==> src/rtl/fp_rf_pkg.sv <==
// fp_rf_pkg: shared defaults and even-parity helper for the FP register file
package fp_rf_pkg;
  localparam int FP_DATA_W   = 32;
  localparam int FP_NUM_REGS = 32;
  localparam int PAR_MAX_W   = 256;
  function automatic logic even_par(input logic [PAR_MAX_W-1:0] d);
    return ^d;
  endfunction
endpackage

==> src/rtl/fp_rf_scoreboard.sv <==
// fp_rf_scoreboard: per-register busy tracking with RAW/WAW hazard detection
module fp_rf_scoreboard
  import fp_rf_pkg::*;
#(
  parameter int NUM_REGS = FP_NUM_REGS,
  parameter int NUM_RD   = 3,
  parameter int NUM_WR   = 2,
  parameter int IDX_W    = $clog2(NUM_REGS)
) (
  input  logic                    clk,
  input  logic                    rst,
  input  logic [NUM_RD*IDX_W-1:0] i_rd_index,
  input  logic [NUM_RD-1:0]       i_rd_valid,
  input  logic [NUM_WR-1:0]       i_wr_en,
  input  logic [NUM_WR*IDX_W-1:0] i_wr_index,
  input  logic                    i_issue_en,
  input  logic [IDX_W-1:0]        i_issue_index,
  input  logic                    i_flush,
  output logic                    o_raw_hazard,
  output logic                    o_waw_hazard,
  output logic [NUM_REGS-1:0]     o_busy_vec
);
  logic [NUM_REGS-1:0] busy_q, busy_d, wr_hit;
  always_comb begin
    wr_hit = '0;
    for (int w = 0; w < NUM_WR; w++)
      if (i_wr_en[w]) wr_hit[i_wr_index[w*IDX_W +: IDX_W]] = 1'b1;
    busy_d = i_flush ? '0 : (busy_q & ~wr_hit);
    // issue outranks a same-cycle write so the newest producer stays tracked
    if (!i_flush && i_issue_en) busy_d[i_issue_index] = 1'b1;
    o_raw_hazard = 1'b0;
    for (int r = 0; r < NUM_RD; r++)
      o_raw_hazard = o_raw_hazard | (i_rd_valid[r] & busy_q[i_rd_index[r*IDX_W +: IDX_W]]
                                     & ~wr_hit[i_rd_index[r*IDX_W +: IDX_W]]);
    o_waw_hazard = i_issue_en & busy_q[i_issue_index] & ~wr_hit[i_issue_index];
  end
  always_ff @(posedge clk or posedge rst)
    if (rst) busy_q <= '0;
    else     busy_q <= busy_d;
  assign o_busy_vec = busy_q;
endmodule

==> src/rtl/fp_regfile_sb.sv <==
// fp_regfile_sb: multi-port FP register file with bypass and scoreboard; FP_RF_PARITY_EN adds sticky parity check
module fp_regfile_sb
  import fp_rf_pkg::*;
#(
  parameter int DATA_W   = FP_DATA_W,
  parameter int NUM_REGS = FP_NUM_REGS,
  parameter int NUM_RD   = 3,
  parameter int NUM_WR   = 2,
  parameter int IDX_W    = $clog2(NUM_REGS)
) (
  input  logic                     clk,
  input  logic                     rst,
  input  logic [NUM_RD*IDX_W-1:0]  i_rd_index,
  input  logic [NUM_RD-1:0]        i_rd_valid,
  output logic [NUM_RD*DATA_W-1:0] o_rd_data,
  input  logic [NUM_WR-1:0]        i_wr_en,
  input  logic [NUM_WR*IDX_W-1:0]  i_wr_index,
  input  logic [NUM_WR*DATA_W-1:0] i_wr_data,
  input  logic                     i_issue_en,
  input  logic [IDX_W-1:0]         i_issue_index,
  input  logic                     i_flush,
  output logic                     o_raw_hazard,
  output logic                     o_waw_hazard,
  output logic [NUM_REGS-1:0]      o_busy_vec,
  output logic                     o_parity_err
);
  logic [DATA_W-1:0] mem_q [NUM_REGS];
  logic [DATA_W-1:0] mem_d [NUM_REGS];
  always_comb begin
    mem_d = mem_q;
    for (int w = 0; w < NUM_WR; w++)
      if (i_wr_en[w]) mem_d[i_wr_index[w*IDX_W +: IDX_W]] = i_wr_data[w*DATA_W +: DATA_W];
  end
  always_comb begin
    o_rd_data = '0;
    for (int r = 0; r < NUM_RD; r++) begin
      o_rd_data[r*DATA_W +: DATA_W] = mem_q[i_rd_index[r*IDX_W +: IDX_W]];
      for (int w = 0; w < NUM_WR; w++)
        if (i_wr_en[w] && i_wr_index[w*IDX_W +: IDX_W] == i_rd_index[r*IDX_W +: IDX_W])
          o_rd_data[r*DATA_W +: DATA_W] = i_wr_data[w*DATA_W +: DATA_W];
    end
  end
  always_ff @(posedge clk or posedge rst)
    if (rst) mem_q <= '{default: '0};
    else     mem_q <= mem_d;
`ifdef FP_RF_PARITY_EN
  logic par_q [NUM_REGS];
  logic par_d [NUM_REGS];
  logic err_q, err_d;
  function automatic logic [PAR_MAX_W-1:0] widen(input logic [DATA_W-1:0] d);
    widen = '0;
    widen[DATA_W-1:0] = d;
  endfunction
  always_comb begin
    logic hit;
    par_d = par_q;
    for (int w = 0; w < NUM_WR; w++)
      if (i_wr_en[w]) par_d[i_wr_index[w*IDX_W +: IDX_W]] = even_par(widen(i_wr_data[w*DATA_W +: DATA_W]));
    err_d = err_q;
    // only reads served from storage can expose a corrupted entry
    for (int r = 0; r < NUM_RD; r++) begin
      hit = 1'b0;
      for (int w = 0; w < NUM_WR; w++)
        hit = hit | (i_wr_en[w] && i_wr_index[w*IDX_W +: IDX_W] == i_rd_index[r*IDX_W +: IDX_W]);
      if (i_rd_valid[r] && !hit && even_par(widen(mem_q[i_rd_index[r*IDX_W +: IDX_W]]))
          != par_q[i_rd_index[r*IDX_W +: IDX_W]]) err_d = 1'b1;
    end
  end
  always_ff @(posedge clk or posedge rst)
    if (rst) begin
      par_q <= '{default: 1'b0};
      err_q <= 1'b0;
    end else begin
      par_q <= par_d;
      err_q <= err_d;
    end
  assign o_parity_err = err_q;
`else
  assign o_parity_err = 1'b0;
`endif
  fp_rf_scoreboard #(
    .NUM_REGS(NUM_REGS), .NUM_RD(NUM_RD), .NUM_WR(NUM_WR), .IDX_W(IDX_W)
  ) u_sb (
    .clk(clk), .rst(rst),
    .i_rd_index(i_rd_index), .i_rd_valid(i_rd_valid),
    .i_wr_en(i_wr_en), .i_wr_index(i_wr_index),
    .i_issue_en(i_issue_en), .i_issue_index(i_issue_index), .i_flush(i_flush),
    .o_raw_hazard(o_raw_hazard), .o_waw_hazard(o_waw_hazard), .o_busy_vec(o_busy_vec)
  );
endmodule

==> config.mk <==
export PLATFORM = sky130hd
export DESIGN_NAME = fp_regfile_sb
export DESIGN_NICKNAME = d
export VERILOG_FILES = /design/src/rtl/fp_rf_pkg.sv /design/src/rtl/fp_rf_scoreboard.sv /design/src/rtl/fp_regfile_sb.sv
export SDC_FILE = /design/constraint.sdc
export NUM_CORES = 2
export LEC_CHECK = 0
export CORE_MARGIN = 5
export CORE_UTILIZATION = 55
export CTS_BUF_LIST = sky130_fd_sc_hd__clkbuf_2 sky130_fd_sc_hd__clkbuf_4 sky130_fd_sc_hd__clkbuf_8
export CTS_CLUSTER_DIAMETER = 60
export DETAILED_ROUTE_END_ITERATION = 12
export MAX_ROUTING_LAYER = met4
export PLACE_DENSITY_LB_ADDON = 0.3
export SYNTH_ARGS = -nofsm -noshare
export SYNTH_HDL_FRONTEND = slang
export SYNTH_SLANG_ARGS = --single-unit
==> constraint.sdc <==
create_clock -name clk -period 100 [get_ports clk]
set_input_delay 15 -clock clk [delete_from_list [all_inputs] [get_ports clk]]
set_output_delay 15 -clock clk [all_outputs]
set_load 0.02 [all_outputs]
# Yosys cells after proc, flatten, opt, wreduce, memory -nomap -nowiden
# Cells that the tools add are included.
# op_classes
magnitude_cmp	16
n_mux	49
n_bitwise	23
eq_ne	6
reduce_logical	13
# ops
operator	n
$bwmux 1024	2
$mux 1024	2
$mux 32	18
$bmux 32 s5	3
$demux 32 s5	2
$or 32x32->32	2
$bmux 1 s5	8
$lt 5x6->1 const B	6
$and 32x32->32	1
$not 32->32	1
$eq 5x5->1	6
$ge 6x6->1 const B	5
$not 5->6	5
$demux 1 s5	3
$ge 5x1->1 const B	3
$logic_and 1x1->1	12
$lt 6x1->1 const B	2
$mux 1	11
$and 1x1->1	8
$not 1->1	4
$or 1x1->1	2
$logic_not 1->1	1
# totals
input_bits	103
output_inout_bits	131
ff_bits	1056

# Longest topological paths before layout
# depth
word_depth	13
depth_mapped	11

# Hierarchy
# Synthesis repeated with hierarchy kept, for this count alone.
# hier_totals
hier_cells	7106
area_unflattened_um2	77544.4
# by_module_without_submodules
mod	seq_area_each_um2	n_inst	area_per_inst_um2	cells_per_inst
fp_regfile_sb	25624.6	1	73588.1	6720
fp_rf_scoreboard	800.8	1	3956.3	386

# Least setup slack after synthesis
# No wires, ideal clock.
# synth_path
kind	input -> output
from	in i_rd_index[0]
to	out o_rd_data[30]
cell_stages	9
setup_slack_ps	67620
path_buffers	3
arrival_time_ps	17380
path_cell_list	clkbuf_1 buf_2 buf_1 mux4_2 mux4_2 mux2i_1 nor2_1 a21oi_1 o21ai_0
# synth_between
elab_chain_cells	6
word_cells_on_any_way	10
cone_classes	eq/ne (2); mux (5); bitwise (1); reduce/logical (2)
# synth_lines
element	line	source
from (decl)	fp_regfile_sb.sv:13	input logic [NUM_RD*IDX_W-1:0] i_rd_index,
$not 5->6 (not written as such)	fp_regfile_sb.sv:37	o_rd_data[r*DATA_W +: DATA_W] = mem_q[i_rd_index[r*IDX_W +: IDX_W]];
$bmux 32 s5	fp_regfile_sb.sv:37	
$mux 32 (not written as such) (2 in a row)	fp_regfile_sb.sv:37	
$mux 32	fp_regfile_sb.sv:39	if (i_wr_en[w] && i_wr_index[w*IDX_W +: IDX_W] == i_rd_index[r*IDX_W +: IDX_W])
$mux 32 *	fp_regfile_sb.sv:39	
to (decl)	fp_regfile_sb.sv:15	output logic [NUM_RD*DATA_W-1:0] o_rd_data,
# Mark *: on every way between the ends. The rest lies on a longest branch, timed or not. The select of a mux whose other input is x is not followed.

# Worst setup path after layout
# layout_path
from	in i_rd_index[0]
to	out o_rd_data[11]
# The elaborated chain is that of the path after synthesis.

==> results.py <==
metrics = {
    "status": {
        "outcome": "completed",
    },
    "route": {
        "vias_per_cell": 7.36,
        "post_drt_wl_per_cell_um": 34.3,
        "drt_wl_total_mm": 297,
        "antenna_left": 0,
        "num_vias": 63700,
        "drt_iter0_markers": 10700,
        "drc": 0,
        "dr.pass1.iters": 8,
    },
    "yosys": {
        "ys_seq_elements": 1056,
        "syn-num-nets": 7043,
        "ys_types": 70,
        "yosys-top-cells-area": "dfrtp_1 34%, mux4_2 30%, mux2i_1 14%",
        "yosysMostFrequentCell": "mux2i_1",
        "synth_top_cell_area_share_pct": 34.3,
        "seq_area_frac_synth_pct": 34.3,
        "synthArstFlopShare_pct": 100,
        "syn_inst": 6940,
        "ys.warnings.count": 0,
        "syn_area_um2": 77000,
        "synthFlopType": "dfrtp_1",
        "synth_common_cells": "1099 x mux2i_1, 1056 x dfrtp_1, 1010 x mux4_2",
        "syn_area_per_cell_um2": 11.1,
        "yosys.area.top_type": "dfrtp_1",
        "synth-edff-count": 0,
    },
    "floorplanning": {
        "dieWidth_um": 384,
        "row_count": 137,
        "dieArea_um2": 148000,
        "fp.coreArea_um2": 139000,
        "ios": 234,
        "die_y_um": 384,
        "start_util_pct": 55.2,
    },
    "critical_path": {
        "worstPathRequired_ns": 85.00,
        "crit_family": "buffers and inverters",
        "cp.arrival_ns": 20.14,
        "worstPathMaxFanout": 58,
        "crit_slowest_cell": "buf_4",
        "crit_buf_inv": 4,
        "worst_path_largest_cell_delay_ns": 0.91,
        "start_kind": "primary input",
        "cp.depth": 10,
        "reg2reg_depth": 2,
        "path_class": "in -> out",
        "cp_cell_sequence": "buf_8 > buf_4 > buf_4 > mux4_2 > mux4_2 > nand2_1 > a21oi_1 > a21oi_1 > o21ai_0 > clkdlybuf4s50_1",
        "worstSetupEndpointType": "output port",
    },
    "global_route": {
        "antenna_found_initial": 9,
        "first_global_vias": 62600,
        "grt.overflow.total": 0,
        "grt_max_degree": 164,
        "gr-usage-all-layers_pct": 41.4,
        "grt_pass1_wl_mm": 434,
    },
    "clock_network": {
        "cts-root-buf": "clkbuf_8",
        "cts_setup_buffers": 0,
        "clkSinkCount": 1056,
        "clkTransAtPathRegs_ns": 0.06,
        "clkLatencyLatePin_ns": 0.95,
        "htree_levels": 4,
        "holdBufCountCts": 0,
        "cts_buffer_depth": 3,
        "cts_tree": "built",
        "cts_buffers": 188,
        "ctsResizeCount": 0,
    },
    "flow_run": {
        "maxCapViolations": 0,
    },
    "timing": {
        "fin_tns_setup_ns": 0,
        "fin_crit_sh_pct": 35.1,
        "slew_headroom_pct": 5.78,
        "max_slew.worst_pin.slew_ns": 1.41,
        "rsz0062_at_grt": "false",
        "hold_violations": 0,
        "finalCriticalPeriod_ns": 35.14,
        "clock_skew_ns": 0,
        "setup_viol": 0,
        "final_max_slew_viol_count": 0,
        "layout_setup_ws_ns": 64.86,
        "fmax_mhz": 28.5,
    },
    "placed_design": {
        "pre_cts_ws_ns": 65.00,
        "place_inst": 8314,
        "dpl.hpwl_mm": 165,
        "port_buffers": 232,
        "routabilityCongestion": 0.933,
    },
    "pwr": {
        "clock_power_share_pct": 27.4,
        "p_total_mw": 1.63,
        "pwr-share-seq_pct": 40.1,
        "p_leak_nw": 35.4,
        "p_comb_share_pct": 32.5,
        "power_density_nw_per_um2": 19.4,
        "irDropWorstVdd_mv": 0.0147,
        "switchingPower_uw": 545,
        "intPower_mw": 1.08,
        "switching_share_pct": 33.5,
    },
    "finish": {
        "fin_nets": 6731,
        "nFillCells": 11100,
        "area_growth_pct": 9.21,
        "final_util_pct": 60.3,
        "drive_above_1_share_pct": 23.7,
        "stdcell_count": 8657,
    },
    "min_path": {
        "holdPathStages": 2,
        "hp-class": "reg -> reg",
    },
}
## placed cells by master, fill, tap and decap left out, types with 6 or more instances in the layout
cell type / n
nand3_1: 14
mux4_2: 1010
nor2b_1: 8
nand2b_1: 13
o21ai_0: 590
and4b_1: 6
nor2_1: 618
diode_2: 10
mux2i_1: 1099
o32ai_1: 12
clkbuf_4: 50
nor4_1: 7
clkinvlp_4: 12
nand2_4: 34
buf_8: 6
buf_4: 158
o2111ai_1: 7
nand2_1: 674
xor2_1: 24
nor2_4: 24
dfrtp_1: 1056
buf_12: 6
and3_4: 6
nand3b_1: 10
inv_1: 18
clkdlybuf4s50_1: 218
a21oi_1: 674
clkbuf_8: 243
xnor2_1: 6
o22ai_1: 22
clkinv_2: 21
a22oi_1: 16
## worst register-to-register path, delay by kind of cell, from the launching register on
family	cells	cell delay [ns]
flip-flops	1	0.52
AO/OA/AOI/OAI	2	0.53
## layer usage
| metal | part of all wire (%) | global-route usage [%] | wire [um] | up-vias |
|---|---|---|---|---|
| met5 | 0 | - | 0 | - |
| met4 | 7.0 | 21.9 | 20900 | 0 |
| met3 | 17 | 16.5 | 49700 | 1322 |
| met2 | 42 | 56.2 | 124000 | 5563 |
| met1 | 35 | 53.5 | 103000 | 31500 |
| li1 | - | - | - | 25400 |
## worst paths after layout
kind | startpoint | end | slack (ns)
worst max-delay path | i_rd_index[0] | o_rd_data[11] | 64.86
worst min-delay path | mem_q[689] | mem_q[689] | 0.61
worst max register to register | u_sb.o_busy_vec[15] | u_sb.o_busy_vec[15] | 98.84
worst min register to register | mem_q[689] | mem_q[689] | 0.61
max in group asynchronous | rst | mem_q[978] | 82.02
min in group asynchronous | rst | mem_q[26] | 14.56
## metrics by stage
stage               hold WS (ns)  instance area [um2]
floorplan                  0.561                77000
global placement           0.580                80000
detailed placement         0.602                80000
CTS                        0.616                84100
global route               0.649                84100
finish                     0.614                84100
## power by group through the flow
| stage | Sequential (mW) | Clock [mW] | Combinational, mW |
|---|---|---|---|
| 6_report | 0.653 | 0.445 | 0.529 |
| 5_1_grt | 0.668 | 0.464 | 0.563 |
| 4_1_cts | 0.648 | 0.444 | 0.522 |
| 3_5_place_dp | 0.654 | 0 | 0.521 |
| 3_3_place_gp | 0.642 | 0 | 0.506 |
| 2_1_floorplan | 0.617 | 0 | 0.395 |
## cell type report
cell class / count / area (um2) / share of cell area (%)
inverters: 22 / 95.1 / 0.113
repair buffers: 391 / 3610 / 4.30
well taps: 1876 / 2350 / 2.79
clock buffers: 293 / 3720 / 4.42
diodes: 10 / 25.0 / 0.0298
flip-flops and latches: 1056 / 26400 / 31.4
multi-input cells: 4969 / 47500 / 56.5
clock inverters: 40 / 342 / 0.406
## cells by family after synthesis
kind of cell / count (synthesis) / synth area share (%)
buffers and inverters: 915 / 4.57
AND/OR/NAND/NOR: 1464 / 7.67
XOR/XNOR: 30 / 0.341
flip-flops: 1056 / 34.3
AO/OA/AOI/OAI: 1362 / 9.22
other: 1 / 0.00487
multiplexers: 2112 / 43.9
## sequential cells by signal (all words and copies together) (netlist names)
signal           count
u_sb.o_busy_vec     32
mem_q             1024
Note: power is estimated with default switching activity, not from simulation.
